$ cat src/rtl/cache_lru_tracker_pkg.sv
// Shared sizing, types and reset helper for the per-set true-LRU tracker.
// Ages run 0 (MRU) .. WAYS-1 (LRU), and within a set they always form a permutation.
package cache_lru_tracker_pkg;

    localparam int WAYS       = 4;
    localparam int TOTAL_SIZE = 16;
    localparam int SETS       = TOTAL_SIZE / WAYS;
    localparam int SET_W      = $clog2(SETS);
    localparam int WAY_W      = $clog2(WAYS);

    typedef logic [WAY_W-1:0] age_t;
    typedef logic [WAY_W-1:0] way_t;
    typedef logic [SET_W-1:0] set_idx_t;
    typedef age_t [WAYS-1:0]  age_vec_t;

    typedef enum logic [0:0] {
        LRU_IDLE,
        LRU_FLUSH
    } lru_state_e;

    typedef enum logic [1:0] {
        OP_NONE,
        OP_UPD,
        OP_INV,
        OP_RST
    } lru_op_e;

    // Way 0 starts as LRU, so a freshly reset set fills in order 0,1,2,...
    function automatic age_vec_t reset_ages();
        age_vec_t v;
        for (int w = 0; w < WAYS; w++) begin
            v[w] = age_t'(WAYS - 1 - w);
        end
        return v;
    endfunction

endpackage

$ cat src/rtl/cache_lru_tracker_if.sv
// Bundle between the hit/way-select stage (master) and the LRU tracker (slave).
// Handshake: a request with *_valid high is accepted on a rising edge where *_ready is also high;
// the requester holds valid and its payload stable until that edge, and ready may depend on valid.
interface cache_lru_tracker_if;
    import cache_lru_tracker_pkg::*;

    set_idx_t rd_set;
    way_t     lru_way;

    logic     upd_valid;
    set_idx_t upd_set;
    way_t     upd_way;
    logic     upd_ready;

    logic     inv_valid;
    set_idx_t inv_set;
    way_t     inv_way;
    logic     inv_ready;

    logic     flush_req;
    logic     flush_busy;
    logic     flush_done;

    modport master (
        output rd_set, upd_valid, upd_set, upd_way, inv_valid, inv_set, inv_way, flush_req,
        input  lru_way, upd_ready, inv_ready, flush_busy, flush_done
    );

    modport slave (
        input  rd_set, upd_valid, upd_set, upd_way, inv_valid, inv_set, inv_way, flush_req,
        output lru_way, upd_ready, inv_ready, flush_busy, flush_done
    );

endinterface

$ cat src/rtl/cache_lru_tracker_set_next.sv
// Combinational next-age computation for one set, plus the LRU way of the current ages.
module cache_lru_tracker_set_next
    import cache_lru_tracker_pkg::*;
(
    input  age_vec_t ages_i,
    input  lru_op_e  op_i,
    input  way_t     way_i,
    output age_vec_t ages_o,
    output way_t     lru_way_o
);

    age_t ref_age;

    // Touching the MRU way (or invalidating the LRU way) leaves every other age untouched.
    always_comb begin
        ref_age = ages_i[way_i];
        ages_o  = ages_i;
        case (op_i)
            OP_UPD: begin
                for (int w = 0; w < WAYS; w++) begin
                    if (way_t'(w) == way_i) begin
                        ages_o[w] = '0;
                    end else if (ages_i[w] < ref_age) begin
                        ages_o[w] = ages_i[w] + age_t'(1);
                    end
                end
            end
            OP_INV: begin
                for (int w = 0; w < WAYS; w++) begin
                    if (way_t'(w) == way_i) begin
                        ages_o[w] = age_t'(WAYS - 1);
                    end else if (ages_i[w] > ref_age) begin
                        ages_o[w] = ages_i[w] - age_t'(1);
                    end
                end
            end
            OP_RST:  ages_o = reset_ages();
            default: ages_o = ages_i;
        endcase
    end

    always_comb begin
        lru_way_o = '0;
        for (int w = 0; w < WAYS; w++) begin
            if (ages_i[w] == age_t'(WAYS - 1)) begin
                lru_way_o = way_t'(w);
            end
        end
    end

endmodule

$ cat src/rtl/cache_lru_tracker.sv
// Per-set true-LRU state: MRU updates, invalidations and a one-set-per-cycle flush walk.
// lru_way for rd_set comes straight from registered ages; accepted requests show up next cycle.
module cache_lru_tracker
    import cache_lru_tracker_pkg::*;
(
    input  logic               clk,
    input  logic               rst_n,
    cache_lru_tracker_if.slave bus,
    output lru_state_e         state_o
);

    lru_state_e state_q, state_d;
    set_idx_t   cnt_q, cnt_d;
    logic       flush_done_q, flush_done_d;

    age_vec_t   ages_q  [SETS];
    age_vec_t   ages_d  [SETS];
    lru_op_e    op      [SETS];
    way_t       op_way  [SETS];
    way_t       set_lru [SETS];

    logic       upd_ready;
    logic       inv_ready;

    always_comb begin
        state_d      = state_q;
        cnt_d        = cnt_q;
        flush_done_d = 1'b0;
        case (state_q)
            LRU_IDLE: begin
                if (bus.flush_req) begin
                    state_d = LRU_FLUSH;
                    cnt_d   = '0;
                end
            end
            LRU_FLUSH: begin
                cnt_d = cnt_q + set_idx_t'(1);
                if (cnt_q == set_idx_t'(SETS - 1)) begin
                    state_d      = LRU_IDLE;
                    flush_done_d = 1'b1;
                end
            end
            default: state_d = LRU_IDLE;
        endcase
    end

    // An invalidate and an update to the same set would race on one age vector; the invalidate wins.
    assign inv_ready = (state_q == LRU_IDLE);
    assign upd_ready = inv_ready && !(bus.inv_valid && (bus.inv_set == bus.upd_set));

    always_comb begin
        for (int s = 0; s < SETS; s++) begin
            op[s]     = OP_NONE;
            op_way[s] = '0;
            if (state_q == LRU_FLUSH) begin
                if (cnt_q == set_idx_t'(s)) begin
                    op[s] = OP_RST;
                end
            end else if (bus.inv_valid && (bus.inv_set == set_idx_t'(s))) begin
                op[s]     = OP_INV;
                op_way[s] = bus.inv_way;
            end else if (bus.upd_valid && upd_ready && (bus.upd_set == set_idx_t'(s))) begin
                op[s]     = OP_UPD;
                op_way[s] = bus.upd_way;
            end
        end
    end

    for (genvar s = 0; s < SETS; s++) begin : g_set
        cache_lru_tracker_set_next u_next (
            .ages_i    (ages_q[s]),
            .op_i      (op[s]),
            .way_i     (op_way[s]),
            .ages_o    (ages_d[s]),
            .lru_way_o (set_lru[s])
        );
    end

    always_ff @(posedge clk or negedge rst_n) begin
        if (!rst_n) begin
            state_q      <= LRU_IDLE;
            cnt_q        <= '0;
            flush_done_q <= 1'b0;
            for (int s = 0; s < SETS; s++) begin
                ages_q[s] <= reset_ages();
            end
        end else begin
            state_q      <= state_d;
            cnt_q        <= cnt_d;
            flush_done_q <= flush_done_d;
            for (int s = 0; s < SETS; s++) begin
                ages_q[s] <= ages_d[s];
            end
        end
    end

    // The read port reuses each set's own LRU decode rather than a separate lookup of rd_set.
    assign bus.lru_way    = set_lru[bus.rd_set];
    assign bus.upd_ready  = upd_ready;
    assign bus.inv_ready  = inv_ready;
    assign bus.flush_busy = (state_q == LRU_FLUSH);
    assign bus.flush_done = flush_done_q;
    assign state_o        = state_q;

endmodule

$ cat src/flat_wrapper.sv
// flat-port wrapper written by rule: the top's interface ports become plain ports
module cache_lru_tracker_flat import cache_lru_tracker_pkg::*;
  (clk, rst_n, state_o, bus_rd_set, bus_upd_valid, bus_upd_set, bus_upd_way, bus_inv_valid, bus_inv_set, bus_inv_way, bus_flush_req, bus_lru_way, bus_upd_ready, bus_inv_ready, bus_flush_busy, bus_flush_done);
  cache_lru_tracker_if bus_i ();
  input  logic clk;
  input  logic rst_n;
  output lru_state_e state_o;
  input wire logic [$bits(bus_i.rd_set)-1:0] bus_rd_set;
  input wire logic [$bits(bus_i.upd_valid)-1:0] bus_upd_valid;
  input wire logic [$bits(bus_i.upd_set)-1:0] bus_upd_set;
  input wire logic [$bits(bus_i.upd_way)-1:0] bus_upd_way;
  input wire logic [$bits(bus_i.inv_valid)-1:0] bus_inv_valid;
  input wire logic [$bits(bus_i.inv_set)-1:0] bus_inv_set;
  input wire logic [$bits(bus_i.inv_way)-1:0] bus_inv_way;
  input wire logic [$bits(bus_i.flush_req)-1:0] bus_flush_req;
  output wire logic [$bits(bus_i.lru_way)-1:0] bus_lru_way;
  output wire logic [$bits(bus_i.upd_ready)-1:0] bus_upd_ready;
  output wire logic [$bits(bus_i.inv_ready)-1:0] bus_inv_ready;
  output wire logic [$bits(bus_i.flush_busy)-1:0] bus_flush_busy;
  output wire logic [$bits(bus_i.flush_done)-1:0] bus_flush_done;
  assign bus_i.rd_set = bus_rd_set;
  assign bus_i.upd_valid = bus_upd_valid;
  assign bus_i.upd_set = bus_upd_set;
  assign bus_i.upd_way = bus_upd_way;
  assign bus_i.inv_valid = bus_inv_valid;
  assign bus_i.inv_set = bus_inv_set;
  assign bus_i.inv_way = bus_inv_way;
  assign bus_i.flush_req = bus_flush_req;
  assign bus_lru_way = bus_i.lru_way;
  assign bus_upd_ready = bus_i.upd_ready;
  assign bus_inv_ready = bus_i.inv_ready;
  assign bus_flush_busy = bus_i.flush_busy;
  assign bus_flush_done = bus_i.flush_done;
  cache_lru_tracker u_core (.clk(clk), .rst_n(rst_n), .bus(bus_i), .state_o(state_o));
endmodule
$ cat config.mk
export PLATFORM = sky130hd
export DESIGN_NAME = cache_lru_tracker_flat
export DESIGN_NICKNAME = d
export VERILOG_FILES = /design/src/rtl/cache_lru_tracker_pkg.sv /design/src/rtl/cache_lru_tracker_if.sv /design/src/rtl/cache_lru_tracker_set_next.sv /design/src/rtl/cache_lru_tracker.sv /design/src/flat_wrapper.sv
export SDC_FILE = /design/constraint.sdc
export NUM_CORES = 1
export LEC_CHECK = 0
export ABC_AREA = 1
export CORE_ASPECT_RATIO = 0.5
export CORE_MARGIN = 1
export CORE_UTILIZATION = 63
export CTS_CLUSTER_SIZE = 14
export DETAILED_ROUTE_END_ITERATION = 10
export PLACE_DENSITY = 0.83
export SLEW_MARGIN = 20
export SYNTH_ARGS = -nofsm -noshare
export SYNTH_HDL_FRONTEND = slang
export SYNTH_SLANG_ARGS = --single-unit
export TNS_END_PERCENT = 20
$ cat constraint.sdc
create_clock -name clk -period 3.05 [get_ports clk]
set_clock_uncertainty 0.1 [all_clocks]
set_input_delay 0.4575 -clock clk [delete_from_list [all_inputs] [get_ports clk]]
set_output_delay 0.4575 -clock clk [all_outputs]
set_load 0.01 [all_outputs]
# Word-level counts from Yosys, hierarchy flattened
# Index checks and enable logic that the tools add are counted.
[word_totals] reg_bits=36 in_bits=15 out_inout_bits=7 word_cells=335
[classes] add_sub_neg=33 order_cmp=37 n_eq_ne=79 mux=126 bitwise_logic=2 n_reduce_logical=39
[op_table] operator="$mux 2" count=103
[op_table] operator="$ne 3x3->1 const B" count=32
[op_table] operator="$pmux 8 s3" count=4
[op_table] operator="$eq 2x2->1 const B" count=26
[op_table] operator="$reduce_and 3->1" count=16
[op_table] operator="$add 2x1->2 const B" count=17
[op_table] operator="$gt 2x2->1" count=16
[op_table] operator="$lt 2x2->1" count=16
[op_table] operator="$sub 2x1->2 const B" count=16
[op_table] operator="$bmux 2 s2" count=5
[op_table] operator="$eq 2x2->1 const A" count=8
[op_table] operator="$eq 2x1->1 const B" count=7
[op_table] operator="$logic_not 2->1" count=7
[op_table] operator="$lt 2x3->1 const B" count=4
[op_table] operator="$mux 1" count=12
[op_table] operator="$reduce_bool 3->1" count=4
[op_table] operator="$logic_and 1x1->1" count=11
[op_table] operator="$eq 1x2->1 const A" count=4
[op_table] operator="$pmux 2 s2" count=1
[op_table] operator="$ge 3x3->1 const B" count=1
[op_table] operator="$not 2->3" count=1
[op_table] operator="$eq 2x2->1" count=1
[op_table] operator="$ne 2x2->1 const B" count=1
[op_table] operator="$pmux 1 s2" count=1
[op_table] operator="other kinds (2)" count=2

# Depth between registers and ports, before layout
# Gate-level depths: netlist of the first run.
[depth] word_depth=15 ltp_mapped=19 ltp_nobuf=19

# By module
# Synthesis of the first run repeated with hierarchy kept, for this count alone.
[hier_totals] hier_cells=736 area_unflattened_um2=4448.0
[modules_own_cells] mod="cache_lru_tracker_set_next at u_core.g_set[1].u_next ..." instances=2 cells_per_inst=151 area_per_inst_um2=759.5 seq_area_each_um2=0.0
[modules_own_cells] mod="cache_lru_tracker" instances=1 cells_per_inst=130 area_per_inst_um2=1411.4 seq_area_each_um2=920.9
[modules_own_cells] mod="cache_lru_tracker_set_next at u_core.g_set[3].u_next" instances=1 cells_per_inst=152 area_per_inst_um2=759.5 seq_area_each_um2=0.0
[modules_own_cells] mod="cache_lru_tracker_set_next at u_core.g_set[0].u_next" instances=1 cells_per_inst=152 area_per_inst_um2=758.2 seq_area_each_um2=0.0

# Worst setup path after synthesis of the first run
# OpenSTA, ideal clock, no wires.
[synth_path] path_type="reg2reg" startpoint="register u_core.state_q (netlist: u_core.bus.flush_busy)" endpoint="register u_core.ages_q[18] (netlist bit)" arrival_ps=2542 t_required_ps=2833 setup_slack_ps=291 path_stages_with_launch=18 path_buffers=1 cell_sequence="dfrtp_1 > buf_6 > inv_8 > nand4_4 > inv_1 > nand2_2 > nand2_4 > nor2_1 > inv_1 > o22ai_1 > a221oi_1 > ha_1 > inv_1 > nand3_1 > nand2_1 > nand3_1 > nand2_1 > nand2_1"
[synth_via] elab_chain_len=12 word_cells_on_any_way=25
[synth_lines] element="start, declared" line="cache_lru_tracker.sv:12" source="lru_state_e state_q, state_d;"
[synth_lines] element="start signal, assigned" line="cache_lru_tracker.sv:88" source="state_q <= state_d;"
[synth_lines] element="$not 1->1 (*)" line="cache_lru_tracker.sv:48" source="assign inv_ready = (state_q == LRU_IDLE);"
[synth_lines] element="via bus_inv_ready" line="flat_wrapper.sv:18" source="output wire logic [$bits(bus_i.inv_ready)-1:0] bus_inv_ready;"
[synth_lines] element="$logic_and 1x1->1 (*)" line="cache_lru_tracker.sv:49" source="assign upd_ready = inv_ready && !(bus.inv_valid && (bus.inv_set == bus.upd_set));"
[synth_lines] element="$logic_and 1x1->1 (*) (2 in series)" line="cache_lru_tracker.sv:62" source="end else if (bus.upd_valid && upd_ready && (bus.upd_set == set_idx_t'(s))) begin"
[synth_lines] element="$mux 2" line="cache_lru_tracker.sv:62"
[synth_lines] element="$mux 2" line="cache_lru_tracker.sv:59" source="end else if (bus.inv_valid && (bus.inv_set == set_idx_t'(s))) begin"
[synth_lines] element="$mux 2" line="cache_lru_tracker.sv:55" source="if (state_q == LRU_FLUSH) begin"
[synth_lines] element="$bmux 2 s2" line="cache_lru_tracker_set_next.sv:16" source="ref_age = ages_i[way_i];"
[synth_lines] element="$mux 2 (not written as such)" line="cache_lru_tracker_set_next.sv:16"
[synth_lines] element="$gt 2x2->1 / $lt 2x2->1 (equally long branches)" line="cache_lru_tracker_set_next.sv:32, cache_lru_tracker_set_next.sv:23"
[synth_lines] element="$ne 3x3->1 (no source line)"
[synth_lines] element="$reduce_and 3->1 (no source line)"
[synth_lines] element="end signal, assigned by index" line="cache_lru_tracker.sv:85" source="ages_q[s] <= reset_ages();"
[synth_lines] element="end signal, assigned by index" line="cache_lru_tracker.sv:92" source="ages_q[s] <= ages_d[s];"
[synth_lines] element="end, declared" line="cache_lru_tracker.sv:16" source="age_vec_t ages_q [SETS];"
# Mark *: on every way through the listed nets, which the timed path passes. The rest lies on a longest branch. The select of a mux whose other input is x is not followed.
# A chain may end at the register's enable or synchronous reset.

# Worst setup path in the final report of the first run
[layout_path] startpoint="input bus_upd_valid" endpoint="register u_core.ages_q[0] (netlist bit)"
[layout_via] elab_chain_len=10 word_cells_on_any_way=23
[layout_lines] element="start, declared" line="flat_wrapper.sv:9" source="input wire logic [$bits(bus_i.upd_valid)-1:0] bus_upd_valid;"
[layout_lines] element="$logic_and 1x1->1 (*) (2 in series)" line="cache_lru_tracker.sv:62"
[layout_lines] element="$mux 2" line="cache_lru_tracker.sv:62"
[layout_lines] element="$mux 2" line="cache_lru_tracker.sv:59"
[layout_lines] element="$mux 2" line="cache_lru_tracker.sv:55"
[layout_lines] element="$bmux 2 s2" line="cache_lru_tracker_set_next.sv:16"
[layout_lines] element="$mux 2 (not written as such)" line="cache_lru_tracker_set_next.sv:16"
[layout_lines] element="$gt 2x2->1 / $lt 2x2->1 (equally long branches)" line="cache_lru_tracker_set_next.sv:32, cache_lru_tracker_set_next.sv:23"
[layout_lines] element="$ne 3x3->1 (no source line)"
[layout_lines] element="$reduce_and 3->1 (no source line)"
# Every way passes the cells marked *; elsewhere a longest branch is shown, timed or not. The select of a mux whose other input is x is not followed.

==> results of run 1 <==
[worst max-delay path by stage]
stage                     cells after the start  slack, ps                             from                       endpoint
after floorplan                              17        290  u_core.bus.flush_busy$_DFF_PN0_  u_core.ages_q[18]$_DFFE_PN0P_
after CTS                                    21        -10                   bus_upd_set[0]  u_core.ages_q[21]$_DFFE_PN0P_
after global routing                         17         50                    bus_upd_valid  u_core.ages_q[13]$_DFFE_PN0P_
final                                        18        220                    bus_upd_valid   u_core.ages_q[0]$_DFFE_PN1P_
after global placement                       20       -240                   bus_inv_set[0]   u_core.ages_q[2]$_DFFE_PN0P_
after detailed placement                     20       -290                   bus_inv_set[1]   u_core.ages_q[2]$_DFFE_PN0P_
[critical path: cells and delay by family]
| family | cells | cell delay, ps |
|---|---|---|
| simple gates | 9 | 820 |
| fa+ha+maj | 1 | 220 |
| buf+inv | 6 | 1150 |
| compound gates | 2 | 300 |
[timing repair]
action                     4_1_cts  5_1_grt
setup endpoints to repair        5       26
pin swaps                        0        6
gates resized for setup          3       13
setup buffers                    0        1
hold endpoints to repair         0        0
[power breakdown]
| part | internal [W] | switching (W) | leakage (nW) |
|---|---|---|---|
| registers | 0.000769 | 0.000305 | 0.416 |
| logic | 0.00118 | 0.00176 | 2.66 |
| clock network | 0.000349 | 0.000225 | 0.0772 |
| total | 0.00230 | 0.00229 | 3.15 |
[final cells by class]
cell class / instances / area share
Multi-Input combinational cell: 538 / 0.5600
Sequential cell: 36 / 0.1585
Timing Repair Buffer: 109 / 0.1533
Inverter: 124 / 0.08141
Clock buffer: 8 / 0.02692
Tap cell: 92 / 0.01981
[stage by stage]
step | util | setup TNS (ps) | instances | cell area, µm²
global placement | 0.8072 | -5883 | 898 | 5578
floorplan | - | 0 | 707 | 4643
global route | 0.8407 | 0 | 907 | 5809
finish | 0.8407 | 0 | 907 | 5809
CTS | 0.8320 | -11.97 | 906 | 5749
detailed placement | 0.8072 | -7955 | 898 | 5578
[cell families (layout without fill, tap and decap cells)]
kind of cell               count (synthesis)  in the layout  share of synthesized area
adders and majority gates                 32             32                    0.08623
and+or+nand+nor                          427            427                     0.4942
AOI/OAI and AO/OA                         74             74                    0.09889
DFF                                       36             36                     0.1983
xor gates and xnor gates                   5              5                   0.009431
buffers and inverters                    133            241                     0.1129
[cell usage in the layout, fill, tap and decap left out, types with 6 or more instances in the layout]
| cell type | Yosys | routed |
|---|---|---|
| nand2_1 | 189 | 186 |
| inv_1 | 107 | 107 |
| buf_4 | 1 | 87 |
| nand3_1 | 75 | 74 |
| nor2_1 | 52 | 51 |
| nand4_1 | 33 | 33 |
| ha_1 | 32 | 32 |
| nand2_2 | 24 | 27 |
| a21oi_1 | 26 | 26 |
| o21ai_0 | 25 | 25 |
| nand3_2 | 23 | 24 |
| dfrtp_1 | 20 | 20 |
| dfstp_2 | 16 | 16 |
| inv_2 | 15 | 15 |
| clkdlybuf4s50_1 | 0 | 15 |
| nand4_4 | 8 | 9 |
| nor2_4 | 6 | 6 |
[state kept, by name (all words and copies together), names as in the netlist]
name                   count
u_core.cnt_q               2
u_core.bus.flush_busy      1
u_core.ages_q             32
u_core.bus.flush_done      1
[metal layers]
metal  routed length (µm)  GRT usage  vias to the layer above
met1                 5760     0.4687                     2388
li1                     -          -                     2531
met4                  203    0.08886                        0
met2                 6001     0.5810                      219
met3                 1143    0.08303                       28
met5                    0          0                        -
==> summary.md, run 1 <==
| Metric | Value |
|---|---|
| Initial antenna violation count | 0 |
| R2R Path Start | u_core.bus.flush_busy$_DFF_PN0_ |
| Top post-synthesis cells by count | nand2_1 (189), inv_1 (107), nand3_1 (75) |
| Main area contributors after synthesis | nand2_1 (15%), dfrtp_1 (11%), dfstp_2 (9.1%), inv_1 (8.6%), ha_1 (8.6%) |
| Pin count of the biggest net entering global routing | 37 |
| Global placement routability congestion | 0.9748 |
| Hold crit path type | in2async |
| Vias | 5166 |
| H-tree depth | 2 |
| FF+latch count, synth | 36 |
| CP most frequent cell | buf_4 |
| Reg area | 920.9 µm² |
| Synthesized Nets | 754 |
| Path depth of the worst reg2reg path | 17 |
| Die height | 62.71 µm |
| First-pass GRT wire length | 21710 µm |
| Clk_lat worst skew | 290 ps |
| Total GRT Usage | 0.3549 |
| Ports | 22 |
| Rows | 21 |
| Initial Util | 0.6719 |
| Nets | 861 |
| Most numerous cell in the Yosys netlist | nand2_1 |
| Syn avg cell area | 6.567 µm² |
| Critical R2R Capture | u_core.ages_q[0]$_DFFE_PN1P_ |
| Critical path endpoint category | flip-flop |
| Number of nets with antenna violations after routing | 0 |
| Routed WL | 13110 µm |
| Vias per cell | 5.696 |
| Leakage | 3.154 nW |
| Final setup viols | 0 |
| Vias in the first global route | 4741 |
| Period utilization | 0.9273 |
| Final hold vios | 0 |
| Final worst slack | 221.7 ps |
| WS Path Type | in2reg |
| Reg-to-reg slack, setup | 330 ps |
| RSZ-0062 raised after global routing | false |
| Initial drt markers | 375 |
| Maxcap violations | 0 |
| Hold slack final | 198.4 ps |
| Place WS | -291.8 ps |
| CTS root buf | clkbuf_16 |
| Rel. slew slack | 0.3980 |
| Post-synth EDFFs | 0 |
| # diodes | 0 |
| Post-synthesis instance total | 707 |
| Number of clock sinks | 36 |
| Yosys warns | 0 |
| Critical-path cell list | clkdlybuf4s50_1, buf_4, buf_4, nand4_4, nor2_4, nor2_8, nand2_2, o22ai_1, a221oi_2, buf_4, buf_4, ha_1, inv_1, nand3_1, nand2_2, nand3_1, nand2_1, nand2_1 |
| WL per Instance | 14.45 µm |
| CTS tree | built |
| Share of layout cells above drive strength 1 | 0.2687 |
| Crit Path Max Fanout | 7 |
| Filler Cells Inserted | 449 |
| Synth top area share | 0.1528 |
| Area occupied by multi-input gates | 3253 µm² |
| Tmin final | 2828 ps |
| Crit path launch type | input port |
| Remaining DRCs | 0 |
| Clock transition at the registers of the reported paths | 60 ps |
| Status | completed |
| Pwr dens | 790.8 nW/µm² |
| Netlist cell types | 38 |
| Core area | 6910 µm² |
| Power, Total | 0.004594 W |
| Sequential share of the synthesized area | 0.1983 |
| Die area | 7738 µm² |
| Peak Freq | 353.6 MHz |
| CTS buffer count | 5 |
| Max IR drop VDD | 0.0005433 V |
| DP HPWL | 9865 µm |
| Req. time, crit path | 3170 ps |
| P&R area growth vs syn | 25.11% |
| Max incr delay on CP | 460 ps |
| Critical Path Slowest Stage Cell | clkdlybuf4s50_1 |
| Gr ovfl total | 0 |
| Slew Limit Fails | 0 |
| Buffers on Ports | 21 |
| TritonRoute pass-1 iters | 5 |
| Yosys top cell by area | nand2_1 |
| Main synth FF type | dfrtp_1 |
| Die width | 123.4 µm |
| Worst-margin pin slew | 903.0 ps |
| Hold-fix buffers, CTS | 0 |
| Clk buf depth | 2 |
| CP arrival | 2940 ps |
| Cell area after synthesis | 4643 µm² |
| Async set-reset flop share out of synthesis | 1.000 |
Power figures use the tool's default switching activity.
==> run 2, diff against run 1 <==
- CTS_CLUSTER_SIZE: 14 -> 30
==> results of run 2 <==
The final DEF is identical to that of run 1; final timing and power are the same.
==> run 3, diff against run 2 <==
- REMOVE_ABC_BUFFERS: unset -> 1
==> run 3 against run 2 <==
  * Via count shrank 0.58%
  * Wire length rose by 0.57%
  * Combinational power is essentially flat
  * Hold slack improved by 24 ps
  * Maximum frequency up 1.3%
  * Power is 1.2% higher
  * Non-clock buffer count shrank 9
  * Utilization is 0.94 points lower
  * Critical path type unchanged
  * Largest cell class unchanged
  * Highest routed layer unchanged
==> summary.md, run 3 (same netlist as run 1, synthesis figures left out) <==
| Metric | Value |
|---|---|
| WS Path Type | in2reg (unchanged) |
| Gr ovfl total | 0 (unchanged) |
| Clk_lat worst skew | 300 ps (was 290 ps) |
| Global placement routability congestion | 0.9476 (was 0.9748) |
| Remaining DRCs | 0 (unchanged) |
| Ports | 22 (unchanged) |
| Crit path launch type | input port (unchanged) |
| Pwr dens | 809.6 nW/µm² (was 790.8 nW/µm²) |
| Largest register FFs | 32 (unchanged) |
| Status | completed (unchanged) |
| Rows | 21 (unchanged) |
| TritonRoute pass-1 iters | 5 (unchanged) |
| CP arrival | 2890 ps (was 2940 ps) |
| Setup Buffers After CTS | 0 (unchanged) |
| Die width | 123.4 µm (unchanged) |
| RSZ-0062 raised after global routing | false (unchanged) |
| Clk buf depth | 2 (unchanged) |
| WL per Instance | 14.68 µm (was 14.45 µm) |
| Place WS | -277.7 ps (was -291.8 ps) |
| Rel. slew slack | 0.3542 (was 0.3980) |
| Req. time, crit path | 3140 ps (was 3170 ps) |
| Hold slack final | 222.2 ps (was 198.4 ps) |
| Vias in the first global route | 4922 (was 4741) |
| # diodes | 0 (unchanged) |
| CTS tree | built (unchanged) |
| Nets | 852 (was 861) |
| Initial Util | 0.6719 (unchanged) |
| Tmin final | 2793 ps (was 2828 ps) |
| Critical path endpoint category | flip-flop (unchanged) |
| Vias | 5136 (was 5166) |
| Total GRT Usage | 0.3653 (was 0.3549) |
| TNS Setup | 0 ps (unchanged) |
| Leakage | 3.109 nW (was 3.154 nW) |
| Largest regs | u_core.ages_q: 32 flops, u_core.cnt_q: 2 flops (unchanged) |
| Clock transition at the registers of the reported paths | 60 ps (about the same) |
| P&R area growth vs syn | 23.71% (was 25.11%) |
| Slew Limit Fails | 0 (unchanged) |
| Share of layout cells above drive strength 1 | 0.2581 (was 0.2687) |
| Crit Path Max Fanout | 4 (was 7) |
| Maxcap violations | 0 (unchanged) |
| Worst-margin pin slew | 968.6 ps (was 903.0 ps) |
| Final worst slack | 256.8 ps (was 221.7 ps) |
| DP HPWL | 9764 µm (was 9865 µm) |
| Number of clock sinks | 36 (unchanged) |
| CTS buffer count | 5 (unchanged) |
| CTS root buf | clkbuf_16 (unchanged) |
| Reg with most FFs | u_core.ages_q (unchanged) |
| Max IR drop VDD | 0.0004642 V (was 0.0005433 V) |
| Die area | 7738 µm² (unchanged) |
| Peak Freq | 358.0 MHz (was 353.6 MHz) |
| Vias per cell | 5.719 (was 5.696) |
| Initial drt markers | 429 (was 375) |
| Leading cell type in the layout, fill and taps excluded | nand2_1 (unchanged) |
| Core area | 6910 µm² (unchanged) |
| Period utilization | 0.9158 (was 0.9273) |
| Final setup viols | 0 (unchanged) |
| Final hold vios | 0 (unchanged) |
| Routed WL | 13180 µm (was 13110 µm) |
| Pin count of the biggest net entering global routing | 37 (unchanged) |
| First-pass GRT wire length | 22260 µm (was 21710 µm) |
| Path depth of the worst reg2reg path | 16 (was 17) |
| Die height | 62.71 µm (unchanged) |
| Initial antenna violation count | 0 (unchanged) |
| H-tree depth | 2 (unchanged) |
| Hold crit path type | in2async (unchanged) |
| Most frequent cells in the layout | nand2_1 (187), inv_1 (107), buf_4 (77) (was nand2_1 (186), inv_1 (107), buf_4 (87)) |
| Number of nets with antenna violations after routing | 0 (unchanged) |
| Buffers on Ports | 21 (unchanged) |
-- run 3: cell types whose count changed in the layout (fill, tap and decap cells not counted), sizes merged --
cell / change
buf: -9
clkbuf: -3
bufinv: +1
clkinv: +1
clkinvlp: +1
dlygate4sd2: +1
dlymetal6s2s: -1
-- run 3: power by group --
group / leakage [nW] / internal (W) / switching, W
Clock: 0.0798 / 0.000385 / 0.000237
Sequential: 0.416 / 0.000769 / 0.000317
Combinational: 2.61 / 0.00116 / 0.00178
Total: 3.11 / 0.00232 / 0.00234
-- run 3: cell type report --
class,instances,area (µm²)
clock buffers,5,125.1
clock inverters,3,42.54
fillers,471,1166
inverters,124,473.0
multi-input cells,538,3236
flip-flops and latches,36,920.9
well taps,92,115.1
repair buffers,100,832.0
-- run 3: final timing paths --
| kind | start | endpoint | slack, ps |
|---|---|---|---|
| min in group clk | u_core.ages_q[12]$_DFFE_PN1P_ | u_core.ages_q[12]$_DFFE_PN1P_ | 380 |
| max in group asynchronous | rst_n | u_core.ages_q[6]$_DFFE_PN0P_ | 2040 |
| setup reg to reg | u_core.bus.flush_busy$_DFF_PN0_ | u_core.ages_q[21]$_DFFE_PN0P_ | 310 |
| hold / removal | rst_n | u_core.ages_q[23]$_DFFE_PN0P_ | 220 |
| setup / recovery | bus_upd_set[0] | u_core.ages_q[21]$_DFFE_PN0P_ | 260 |
| hold reg to reg | u_core.ages_q[12]$_DFFE_PN1P_ | u_core.ages_q[12]$_DFFE_PN1P_ | 380 |
-- run 3: what timing repair did --
| item | CTS | global route |
|---|---|---|
| setup endpoints to repair | 4 | 32 |
| hold endpoints to repair | 0 | 0 |
| gates resized for setup | 1 | 12 |
| pin swaps | 0 | 1 |
| cloned | 0 | 0 |
| hold buffers | 0 | 0 |
-- run 3: metal layers --
metal | routed length (µm) | track usage | vias up
li1 | - | - | 2511
met3 | 1130 | 0.07117 | 38
met2 | 6019 | 0.5971 | 243
met5 | 0 | 0 | -
met1 | 5752 | 0.4816 | 2344
met4 | 280 | 0.1205 | 0
-- run 3: stage by stage --
stage / total power, W / cell area, µm² / std cells / util
after floorplan: 0.003061 / 4592 / 698 / -
after global placement: 0.003783 / 5530 / 890 / 0.8003
after detailed placement: 0.003902 / 5530 / 890 / 0.8003
after CTS: 0.004560 / 5697 / 898 / 0.8244
after global routing: 0.005089 / 5744 / 898 / 0.8313
final: 0.004650 / 5744 / 898 / 0.8313
-- run 3: critical path: stages --
cell	delay, ps
dlygate4sd2_1	280
inv_1	90
nand2_1	80
nand3_2	110
inv_2	90
nand2_4	100
nand4_4	110
o22ai_2	80
buf_4	150
nand2_1	90
inv_1	80
a221oi_2	270
buf_4	180
ha_1	220
inv_1	60
nand3_1	110
nand2_2	100
nand3_1	100
nand2_1	80
nand2_1	40
